$ cat src/rtl/approx_wallace_mult_scheduler.sv
// Shares one combinational approximate 8x8 Wallace-tree multiplier between two
// requesters: round-robin grant, operand sequencing, per-requester accumulate, tagged result.
module approx_wallace_mult_scheduler #(
    parameter int unsigned ACC_W = 24
) (
    input  logic             clk,
    input  logic             rst,
    input  logic             req0_valid,
    input  logic [7:0]       req0_a,
    input  logic [7:0]       req0_b,
    input  logic             req0_acc,
    output logic             req0_ready,
    input  logic             req1_valid,
    input  logic [7:0]       req1_a,
    input  logic [7:0]       req1_b,
    input  logic             req1_acc,
    output logic             req1_ready,
    output logic [7:0]       mult_a,
    output logic [7:0]       mult_b,
    input  logic [15:0]      mult_p,
    output logic             res_valid,
    output logic             res_id,
    output logic [ACC_W-1:0] res_data,
    output logic             res_ovf,
    input  logic             res_ready
);

    localparam int unsigned SUM_W = ACC_W + 1;

    localparam logic [1:0] IDLE = 2'd0;
    localparam logic [1:0] MUL  = 2'd1;
    localparam logic [1:0] ACC  = 2'd2;
    localparam logic [1:0] RESP = 2'd3;

    logic [1:0]       state;
    logic [1:0]       next_state;
    logic             op_acc;
    logic             op_id;
    logic             last_grant;
    logic [ACC_W-1:0] acc0;
    logic [ACC_W-1:0] acc1;

    logic             grant_any;
    logic             grant_id;
    logic [7:0]       grant_a;
    logic [7:0]       grant_b;
    logic             grant_acc;
    logic [ACC_W-1:0] acc_cur;
    logic [SUM_W-1:0] acc_sum;
    logic [ACC_W-1:0] acc_new;
    logic             acc_carry;

    // Round-robin grant: a lone requester wins; on contention the one not served last wins.
    always_comb begin
        grant_id  = 1'b0;
        grant_any = 1'b0;
        if (req0_valid && req1_valid) begin
            grant_id = ~last_grant;
        end else begin
            grant_id = req1_valid;
        end
        if ((state == IDLE) && !rst) begin
            grant_any = req0_valid | req1_valid;
        end
        grant_a   = grant_id ? req1_a   : req0_a;
        grant_b   = grant_id ? req1_b   : req0_b;
        grant_acc = grant_id ? req1_acc : req0_acc;
    end

    assign req0_ready = grant_any & ~grant_id;
    assign req1_ready = grant_any &  grant_id;

    // Accumulate or load the selected accumulator with the tree's product as-is.
    always_comb begin
        acc_cur   = op_id ? acc1 : acc0;
        acc_sum   = {1'b0, acc_cur} + SUM_W'(mult_p);
        acc_new   = ACC_W'(mult_p);
        acc_carry = 1'b0;
        if (op_acc) begin
            acc_new   = acc_sum[ACC_W-1:0];
            acc_carry = acc_sum[ACC_W];
        end
    end

    always_comb begin
        next_state = state;
        case (state)
            IDLE:    if (grant_any) next_state = MUL;
            MUL:     next_state = ACC;
            ACC:     next_state = RESP;
            RESP:    if (res_ready) next_state = IDLE;
            default: next_state = IDLE;
        endcase
    end

    always_ff @(posedge clk or posedge rst) begin
        if (rst) begin
            state <= IDLE;
        end else begin
            state <= next_state;
        end
    end

    // Operand capture, tree drive, accumulators and the held result.
    always_ff @(posedge clk or posedge rst) begin
        if (rst) begin
            op_acc     <= 1'b0;
            op_id      <= 1'b0;
            last_grant <= 1'b1;
            acc0       <= '0;
            acc1       <= '0;
            mult_a     <= 8'd0;
            mult_b     <= 8'd0;
            res_valid  <= 1'b0;
            res_id     <= 1'b0;
            res_data   <= '0;
            res_ovf    <= 1'b0;
        end else begin
            case (state)
                IDLE: begin
                    if (grant_any) begin
                        op_acc     <= grant_acc;
                        op_id      <= grant_id;
                        last_grant <= grant_id;
                        mult_a     <= grant_a;
                        mult_b     <= grant_b;
                    end
                end
                ACC: begin
                    if (op_id) begin
                        acc1 <= acc_new;
                    end else begin
                        acc0 <= acc_new;
                    end
                    res_data  <= acc_new;
                    res_ovf   <= acc_carry;
                    res_id    <= op_id;
                    res_valid <= 1'b1;
                    mult_a    <= 8'd0;
                    mult_b    <= 8'd0;
                end
                RESP: begin
                    if (res_ready) begin
                        res_valid <= 1'b0;
                    end
                end
                default: begin
                end
            endcase
        end
    end

endmodule

$ cat config.mk
export PLATFORM = sky130hd
export DESIGN_NAME = approx_wallace_mult_scheduler
export DESIGN_NICKNAME = d
export VERILOG_FILES = /design/src/rtl/approx_wallace_mult_scheduler.sv
export SDC_FILE = /design/constraint.sdc
export NUM_CORES = 1
export LEC_CHECK = 0
export CORE_MARGIN = 4
export CORE_UTILIZATION = 49
export CTS_BUF_LIST = sky130_fd_sc_hd__clkbuf_8
export DETAILED_ROUTE_END_ITERATION = 7
export PLACE_DENSITY = 0.82
export SKIP_LAST_GASP = 1
export SLEW_MARGIN = 15
export SYNTH_ARGS = -nofsm -noshare
export SYNTH_HDL_FRONTEND = slang
export SYNTH_SLANG_ARGS = --single-unit
$ cat constraint.sdc
create_clock -name clk -period 4.9 [get_ports clk]
set_clock_uncertainty 0.15 [all_clocks]
set_input_delay 0.98 -clock clk [delete_from_list [all_inputs] [get_ports clk]]
set_output_delay 0.98 -clock clk [all_outputs]
set_load 0.005 [all_outputs]
==> impl_metrics.toml <==
[status]
status = "complete, no violations"

[grt]
grt_max_degree = 51
track_usage_pct = 22.4
overflow = 0
grt_pass1_vias = 4843
antenna_found_initial = 0
grt_pass1_wl_um = 23700

[pwr]
power.total_mw = 4.56
leakage_nw = 2.98
ir_worst_vdd_uv = 301
power_density_mw_per_mm2 = 671

[timing]
max_freq_mhz = 260
hold_violations = 0
layout_min_cycle_time_ns = 3.85
rsz0062_at_grt = "false"
fin_setup_tns_ns = 0
hold_slack_ns = 0.334
slew_headroom_pct = 27.8
worst_slew_pin_slew_ns = 1.08
slew_violations = 0
fin_crit_sh_pct = 78.5
setup_violations = 0

[synthesis]
ys_ff_latch = 96
synth_warnings = 0
syn_area_per_cell_um2 = 9.52
ys_async_sr_fraction_pct = 100
synth_cell_type_count = 65
synth_flop_cell = "dfrtp_1"
syn_area_mm2 = 0.00549
synth-edff-count = 0
syn_inst = 577
synth_nets = 652
ys_seq_area_share_pct = 43.8

[worst_setup_path]
required_ns = 3.77
cp-end-kind = "primary output"
r2r_start = "op_id$_DFFE_PP0P_"
timing_worst_setup_path_type = "in2out"
path_max_fanout = 19
critPathArrivalTime_ns = 2.72
startpoint_type = "input pin"
startpoint = "req1_valid"

[die]
num_rows = 38
start_util_pct = 50.4
pin_count = 100
fp.dieW_um = 114
die_area_mm2 = 0.0130
core_mm2 = 0.0109
die_y_um = 114

[clock_tree]
clockBufferDepth = 2
clkTransAtPathRegs_ns = 0.09
post_cts_resized = 0
cts_max_level = 3
cts.sinks = 96
holdBufCountCts = 0
root_buffer = "clkbuf_8"
cts_setup_buffers = 0
tritoncts = "built"
numCtsBuffers = 9
clock_latency_ns = 0.36

[placed_design]
post-dp-hpwl_um = 10100
globalplace.congestion = 0.895
numPortBuffers = 99
place_area_mm2 = 0.00654
dp.cells = 788

[route]
via_per_inst = 5.77
post_drt_wl_per_cell_um = 17.1
drc = 0
firstDrtPassIters = 5
vias = 4642
wirelength_um = 13700
final_antenna_net_count = 0
drt-initial-drc-count = 280

[cells_and_area]
num_antenna_cells = 0
fin_cells = 804
drive_gt1_share_pct = 9.49
syn_to_final_growth_pct = 23.7
stdcell_area_mm2 = 0.00680
layout.nets = 734

[hold_path]
min_path_type = "reg2reg"
min_from = "mult_b[4]$_DFFE_PP0P_"

[run]
maxCapViolCount = 0
-- layer usage --
metal	vias up	wire [µm]	share of wire (%)	GRT usage (%)
met4	0	136	0.99	6.57
met2	158	6590	48	36.6
met5	-	0	0	0
met1	2249	6140	45	30.1
li1	2220	-	-	-
met3	15	876	6.4	4.72
-- report_power, final --
part	internal, mW	switching, mW	total (mW)
registers	1.15	0.234	1.38
logic	1.14	1.40	2.53
clock network	0.366	0.279	0.646
total	2.65	1.91	4.56
-- critical path: stages --
cell,delay (ns)
clkdlybuf4s50_1,0.47
a21boi_2,0.15
buf_4,0.30
nor2b_1,0.26
clkdlybuf4s50_1,0.55
-- state kept, by name, indices dropped and copies added, names as in the netlist, 2 cells and up --
| name | count |
|---|---|
| acc0 | 24 |
| acc1 | 24 |
| res_data | 24 |
| mult_a | 8 |
| mult_b | 8 |
| state | 2 |
-- final cells by class --
type / instances / area [µm²]
clock buffers: 11 / 151
clock inverters: 5 / 103
fillers: 890 / 4090
inverters: 11 / 45.0
multi-input cells: 436 / 2880
flip-flops and latches: 96 / 2400
well taps: 140 / 175
repair buffers: 105 / 1040
-- cell usage in the layout, fill, tap and decap left out, types with 8 or more instances in the layout --
cell type	count
clkbuf_8	11
ha_1	19
a21oi_1	33
a31oi_1	11
o21ai_0	46
and3_1	8
nor3_1	8
dfrtp_1	95
mux2_2	19
clkdlybuf4s50_1	99
mux2i_1	36
nand2_1	85
xor2_1	9
a21o_1	12
nor2_1	39
inv_1	9
o21ai_1	13
nand3_1	8
-- kinds of logic (layout without fill, tap and decap cells) --
kind of cell    Yosys count  in the layout  share of synthesized area [%]
flops                    96             96                           43.8
mux                      56             56                           10.7
compound gates          168            168                           20.0
xor+xnor                 16             16                           2.55
simple gates            176            176                           14.5
buf+inv                  45            132                           3.90
fa+ha+maj                20             20                           4.69
-- metrics by stage --
stage	utilization, %	worst slack [ns]
floorplan	-	0.609
global placement	60.1	1.09
detailed placement	60.1	1.06
CTS	62.4	1.05
global route	62.4	0.955
finish	62.4	1.05
-- Yosys cell counts, drive strengths merged (4+ instances only) --
library cell	count	area (µm²)
dfrtp	95	2380
nand2	85	319
o21ai	59	295
a21oi	39	218
nor2	39	146
mux2i	36	360
mux2	20	225
ha	19	238
buf	17	109
clkbuf	17	63.8
a21o	12	90.1
a31oi	12	81.3
inv	11	41.3
nor3	9	50.1
xor2	9	78.8
and3	8	50.1
nand3	8	40.0
o21a	7	53.8
xnor2	7	61.3
a22o	6	52.6
nand4	6	37.5
o211ai	6	45.0
and2	5	33.8
o2bb2ai	5	43.8
o221ai	4	41.3
-- path summary, 6_finish.rpt --
path                                             to  slack [ns]  depth (start not counted)
min in group asynchronous     res_valid$_DFFE_PP0P_        1.03                          3
min reg2reg                   mult_b[4]$_DFFE_PP0P_        0.33                          2
max                                      req1_ready        1.05                          5
max reg2reg                res_data[22]$_DFFE_PP0P_        1.26                         11
max in group asynchronous       acc0[8]$_DFFE_PP0P_        2.49                          4
min                           mult_b[4]$_DFFE_PP0P_        0.33                          2
No activity file was read; power rests on OpenSTA's default activity.
